**src/rtl/game_sequencer.sv**
```systemverilog
// game_sequencer: phase sequencer for the bomb-dismantlement game.
// Owns the game FSM (OFF/IDLE/SHOW/INPUT/WIN/LOSE), the secret-code LFSR,
// the one-second prescaler and the registered enables for the display,
// countdown, keypad-verify and face blocks.
module game_sequencer #(
  parameter int TICK_DIV    = 50_000_000,
  parameter int SHOW_SEC    = 3,
  parameter int TIMEOUT_SEC = 20,
  parameter int RESULT_SEC  = 3,
  parameter int MAX_TRIES   = 3
) (
  input  logic       clk,
  input  logic       Rst,
  input  logic       en,
  input  logic       start_btn,
  input  logic       code_valid,
  input  logic [4:0] code_in,
  output logic       bomb_on,
  output logic       show_en,
  output logic [4:0] code_out,
  output logic       count_en,
  output logic [6:0] sec_left,
  output logic       input_en,
  output logic [1:0] tries_left,
  output logic       wrong,
  output logic       success,
  output logic       fail,
  output logic       rearm
);

  localparam int PW = (TICK_DIV > 1) ? $clog2(TICK_DIV) : 1;
  localparam logic [PW-1:0] TICK_LAST = PW'(TICK_DIV - 1);

  typedef enum logic [2:0] {
    S_OFF, S_IDLE, S_SHOW, S_INPUT, S_WIN, S_LOSE
  } state_t;

  state_t        state, state_n;
  logic [PW-1:0] presc, presc_n;
  logic [6:0]    sec_n;
  logic [1:0]    tries_n;
  logic [4:0]    code_n;
  logic          wrong_n, rearm_n;
  logic [4:0]    lfsr;
  logic          start_q;
  logic          tick, start_edge, code_match, last_sec;

  assign tick       = (presc == TICK_LAST);
  assign start_edge = start_btn & ~start_q;
  assign code_match = (code_in == code_out);
  assign last_sec   = (sec_left == 7'd1);

  // Free-running code LFSR (x^5+x^3+1) and start-button edge history;
  // start history resets high so a button held through reset is not an edge.
  always_ff @(posedge clk) begin
    if (!Rst) begin
      lfsr    <= 5'b00001;
      start_q <= 1'b1;
    end else begin
      lfsr    <= {lfsr[3:0], lfsr[4] ^ lfsr[2]};
      start_q <= start_btn;
    end
  end

  // Next-state and next-datapath decisions; en low overrides everything.
  always_comb begin
    state_n = state;
    presc_n = tick ? '0 : presc + 1'b1;
    sec_n   = sec_left;
    tries_n = tries_left;
    code_n  = code_out;
    wrong_n = 1'b0;
    rearm_n = 1'b0;
    case (state)
      S_OFF: begin
        presc_n = '0;
        sec_n   = '0;
        tries_n = '0;
        code_n  = '0;
        if (en) state_n = S_IDLE;
      end
      S_IDLE: begin
        presc_n = '0;
        sec_n   = '0;
        if (start_edge) begin
          state_n = S_SHOW;
          code_n  = lfsr;
          sec_n   = 7'(SHOW_SEC);
          tries_n = 2'(MAX_TRIES);
        end
      end
      S_SHOW: begin
        if (tick) begin
          if (last_sec) begin
            state_n = S_INPUT;
            presc_n = '0;
            sec_n   = 7'(TIMEOUT_SEC);
          end else begin
            sec_n = sec_left - 7'd1;
          end
        end
      end
      S_INPUT: begin
        // A correct code beats a coincident timeout; a final miss or the
        // timeout both lose without a wrong pulse.
        if (code_valid && code_match) begin
          state_n = S_WIN;
          presc_n = '0;
          sec_n   = 7'(RESULT_SEC);
        end else if ((code_valid && tries_left == 2'd1) || (tick && last_sec)) begin
          state_n = S_LOSE;
          presc_n = '0;
          sec_n   = 7'(RESULT_SEC);
        end else begin
          if (tick) sec_n = sec_left - 7'd1;
          if (code_valid) begin
            tries_n = tries_left - 2'd1;
            wrong_n = 1'b1;
          end
        end
      end
      S_WIN, S_LOSE: begin
        if (tick) begin
          if (last_sec) begin
            state_n = S_IDLE;
            presc_n = '0;
            sec_n   = '0;
            rearm_n = 1'b1;
          end else begin
            sec_n = sec_left - 7'd1;
          end
        end
      end
      default: state_n = S_OFF;
    endcase
    if (!en) begin
      state_n = S_OFF;
      presc_n = '0;
      sec_n   = '0;
      tries_n = '0;
      code_n  = '0;
      wrong_n = 1'b0;
      rearm_n = 1'b0;
    end
  end

  // FSM state and registered outputs, decoded from the next state so each
  // output is valid in the first cycle the state is held.
  always_ff @(posedge clk) begin
    if (!Rst) begin
      state      <= S_OFF;
      presc      <= '0;
      sec_left   <= '0;
      tries_left <= '0;
      code_out   <= '0;
      wrong      <= 1'b0;
      rearm      <= 1'b0;
      bomb_on    <= 1'b0;
      show_en    <= 1'b0;
      count_en   <= 1'b0;
      input_en   <= 1'b0;
      success    <= 1'b0;
      fail       <= 1'b0;
    end else begin
      state      <= state_n;
      presc      <= presc_n;
      sec_left   <= sec_n;
      tries_left <= tries_n;
      code_out   <= code_n;
      wrong      <= wrong_n;
      rearm      <= rearm_n;
      bomb_on    <= (state_n == S_IDLE) || (state_n == S_SHOW) ||
                    (state_n == S_INPUT) || (state_n == S_LOSE);
      show_en    <= (state_n == S_SHOW);
      count_en   <= (state_n == S_INPUT);
      input_en   <= (state_n == S_INPUT);
      success    <= (state_n == S_WIN);
      fail       <= (state_n == S_LOSE);
    end
  end

endmodule

```
**config.mk**
```make
export PLATFORM = sky130hd
export DESIGN_NAME = game_sequencer
export DESIGN_NICKNAME = d
export VERILOG_FILES = /design/src/rtl/game_sequencer.sv
export SDC_FILE = /design/constraint.sdc
export NUM_CORES = 1
export LEC_CHECK = 0
export CAP_MARGIN = 30
export CORE_AREA = 4 4 85 87
export DETAILED_ROUTE_END_ITERATION = 8
export DIE_AREA = 0 0 89 91
export SYNTH_ARGS = -nofsm -noshare
export SYNTH_HDL_FRONTEND = slang
export SYNTH_SLANG_ARGS = --single-unit
```
**constraint.sdc**
```tcl
create_clock -name clk -period 5 [get_ports clk]
set_clock_uncertainty 0.15 [all_clocks]
set_input_delay 1.25 -clock clk [delete_from_list [all_inputs] [get_ports clk]]
set_output_delay 1.25 -clock clk [all_outputs]
set_load 0.005 [all_outputs]
```
==> out/metrics.json <==
{
  "dpl.hpwl": {"value": 3.77, "unit": "mm"},
  "worst_path_max_delay_cell": {"value": "sky130_fd_sc_hd__nand2_1"},
  "cts_tree": {"value": "built"},
  "overflow_left_after_global_routing": {"value": 0},
  "grt_first_pass_wirelength": {"value": 9.06, "unit": "mm"},
  "syn-instance-count": {"value": 296},
  "power_leakage": {"value": 1.06, "unit": "nW"},
  "crit_fanout": {"value": 25},
  "drtIter0Drc": {"value": 100},
  "htree_levels": {"value": 2},
  "effective_utilization_at_floorplan": {"value": 40.0, "unit": "%"},
  "design.core.area": {"value": 6350, "unit": "um^2"},
  "clk_transition_reported_paths": {"value": 0.09, "unit": "ns"},
  "synth_async_sr_flop_share": {"value": 0, "unit": "%"},
  "grt_setup_unrepaired": {"value": "no"},
  "drcViolationCount": {"value": 0},
  "max_freq": {"value": 301, "unit": "MHz"},
  "slew_headroom": {"value": 35.5, "unit": "%"},
  "max-cap-violations": {"value": 0},
  "place.gp.congestion": {"value": 0.744},
  "timing.critical_path.required": {"value": 5.00, "unit": "ns"},
  "final_nets": {"value": 341},
  "run_status": {"value": "finished clean"},
  "ys_dominant_reg_cell": {"value": "sky130_fd_sc_hd__dfxtp_1"},
  "finalWirelength": {"value": 5.12, "unit": "mm"},
  "worst_hold_slack": {"value": 0.318, "unit": "ns"},
  "holdBufCountCts": {"value": 0},
  "synthDominantCellAreaShare": {"value": 44.2, "unit": "%"},
  "drv_slew": {"value": 0},
  "max-vdd-ir-drop": {"value": 0.141, "unit": "mV"},
  "synth_top_cell_by_area": {"value": "sky130_fd_sc_hd__dfxtp_1"},
  "die_w": {"value": 89, "unit": "um"},
  "synth.top_cells.by_count": {"value": "sky130_fd_sc_hd__dfxtp_1, sky130_fd_sc_hd__nor2_1, sky130_fd_sc_hd__nand2_1"},
  "worst_hold_path.num_cells": {"value": 1},
  "postCtsSetupBuffers": {"value": 0},
  "p_per_area": {"value": 242, "unit": "nW/um^2"},
  "tritoncts.num_buffers": {"value": 5},
  "clk_latency": {"value": 0.30, "unit": "ns"},
  "die-height": {"value": 91, "unit": "um"},
  "ant_nets": {"value": 0},
  "reg2reg_setup_slack": {"value": 2.30, "unit": "ns"},
  "timing.setup.critical_path_class": {"value": "input pin to flop"},
  "syn-mean-instance-area": {"value": 8.57, "unit": "um^2"},
  "sum_neg_setup_slack": {"value": 0, "unit": "ns"},
  "vias": {"value": 2051},
  "timing.critical_path.cells": {"value": "clkdlybuf4s50_1, xnor2_1, nand4_1, o211ai_1, a21oi_1, nand2_1, nor2_1"},
  "synth_fp_nets": {"value": 310},
  "clock_sinks": {"value": 56},
  "antennaDiodeCount": {"value": 0},
  "setup_viol": {"value": 0},
  "postCtsResizedCells": {"value": 0},
  "worst_slew_pin_slew": {"value": 0.958, "unit": "ns"},
  "arr_time_crit_path": {"value": 3.33, "unit": "ns"},
  "hp-class": {"value": "flop to flop"},
  "first_pass_iters": {"value": 4},
  "final_layout_size_suffix_gt1_share": {"value": 3.98, "unit": "%"},
  "grt_pass1_vias": {"value": 1944},
  "grt_antenna_before_repair": {"value": 0},
  "root_buffer": {"value": "sky130_fd_sc_hd__clkbuf_8"},
  "synth.lib_cells_used.distinct": {"value": 44},
  "layout_worst_path_cycle_share": {"value": 66.5, "unit": "%"},
  "cpPeakStageDelay": {"value": 0.63, "unit": "ns"},
  "ioPinCount": {"value": 32},
  "synth.top_cells.by_area": {"value": "sky130_fd_sc_hd__dfxtp_1, sky130_fd_sc_hd__nor2_1, sky130_fd_sc_hd__xnor2_1"},
  "timing.reg2reg.worst_path_depth": {"value": 7},
  "synthesis.yosys.warnings": {"value": 0},
  "detail_route.wl_per_cell": {"value": 12.7, "unit": "um"},
  "summed_instance_area_of_the_synthesized_netlist": {"value": 2540, "unit": "um^2"},
  "synth_edf_count": {"value": 0},
  "synth.most_common_cell": {"value": "sky130_fd_sc_hd__dfxtp_1"},
  "average_vias_per_placed_instance": {"value": 5.08},
  "globalRouteTotalUtil": {"value": 13.7, "unit": "%"},
  "worstSetupEndpointType": {"value": "flop"},
  "flow.area_growth_from_synthesis": {"value": 17.9, "unit": "%"},
  "port_buffers": {"value": 31},
  "worstSetupStartpointType": {"value": "input pin"},
  "cts_max_path_buffers": {"value": 2},
  "placementRows": {"value": 29},
  "postSynthRegisterBits": {"value": 56},
  "number_of_hold_violations_in_the_final_report": {"value": 0},
  "finalWorstPathRequiredPeriod": {"value": 3.33, "unit": "ns"},
  "ys_seq_area_share": {"value": 44.2, "unit": "%"},
  "die-area": {"value": 8100, "unit": "um^2"},
  "grt_start_max_net_pins": {"value": 26}
}
[metrics by stage]
stage	total power (W)	instance area, um^2	setup slack (ns)	cells	util (%)
after floorplan	0.000483	2540	2.12	296	-
after global placement	0.000500	2910	1.40	397	45.9
after detailed placement	0.000500	2910	1.36	397	45.9
after CTS	0.000734	2990	1.65	404	47.1
after global routing	0.000756	2990	1.44	404	47.1
final	0.000724	2990	1.67	404	47.1
[critical path: cells and delay by family]
family | cells | cell delay, ns
buffers and inverters | 1 | 0.41
and+or+nand+nor | 3 | 0.93
xor gates and xnor gates | 1 | 0.27
AOI/OAI and AO/OA | 2 | 0.46
[sequential cells by signal (all words and copies together), names as in the netlist]
signal,flops
bomb_on,1
code_out,5
fail,1
input_en,1
lfsr,5
presc,26
rearm,1
sec_left,7
show_en,1
start_q,1
state,3
success,1
tries_left,2
wrong,1
[logic make-up after synthesis]
kind of cell | synth area share, %
AO/OA/AOI/OAI | 10.6
XOR/XNOR | 10.7
adder cells (fa/ha/maj) | 1.97
buffers and inverters | 3.25
flip-flops | 44.2
AND/OR/NAND/NOR | 29.3
[routing by layer]
metal / vias up / GRT usage (%) / routed length (um)
li1: 1079 / - / -
met1: 940 / 19.9 / 2580
met2: 27 / 20.3 / 2320
met3: 5 / 3.26 / 176
met4: 0 / 3.60 / 47
met5: - / 0 / 0
[area by class of cell]
| class | instances | area [um^2] |
|---|---|---|
| multi-input cells | 219 | 1330 |
| repair buffers | 31 | 310 |
| fillers | 625 | 3360 |
| inverters | 14 | 52.6 |
| clock inverters | 1 | 5.00 |
| clock buffers | 6 | 72.6 |
| well taps | 77 | 96.3 |
| flip-flops and latches | 56 | 1120 |
[final timing paths]
check | start | endpoint
worst max-delay path | code_in[0] | presc[7]
worst min-delay path | presc[0] | presc[0]
worst max register to register | presc[0] | presc[7]
worst min register to register | presc[0] | presc[0]
[power breakdown]
part / internal [W] / switching (W) / leakage (nW)
logic: 0.0000177 / 0.0000174 / 0.569
registers: 0.000450 / 0.00000395 / 0.453
clock network: 0.0000958 / 0.000139 / 0.0410
[cell usage in the layout, fill, tap and decap left out, types with 2 or more instances in the layout]
master,instances
sky130_fd_sc_hd__or3_1,4
sky130_fd_sc_hd__xnor2_1,17
sky130_fd_sc_hd__nor4_1,5
sky130_fd_sc_hd__nand2b_1,2
sky130_fd_sc_hd__a211o_1,2
sky130_fd_sc_hd__a21oi_1,13
sky130_fd_sc_hd__o31ai_1,2
sky130_fd_sc_hd__inv_1,14
sky130_fd_sc_hd__xor2_1,14
sky130_fd_sc_hd__nor2b_1,2
sky130_fd_sc_hd__nand2_1,33
sky130_fd_sc_hd__o21a_1,2
sky130_fd_sc_hd__nand3_1,20
sky130_fd_sc_hd__ha_1,4
sky130_fd_sc_hd__nand4_1,8
sky130_fd_sc_hd__o221a_1,2
sky130_fd_sc_hd__nor2_1,44
sky130_fd_sc_hd__or4_1,2
sky130_fd_sc_hd__and2_1,7
sky130_fd_sc_hd__o211ai_1,4
sky130_fd_sc_hd__and4_1,3
sky130_fd_sc_hd__dfxtp_1,56
sky130_fd_sc_hd__clkdlybuf4s50_1,31
sky130_fd_sc_hd__nor3_1,3
sky130_fd_sc_hd__clkbuf_8,5
sky130_fd_sc_hd__and3_1,6
sky130_fd_sc_hd__o21ai_0,3
No activity file was read; power rests on OpenSTA's default activity.
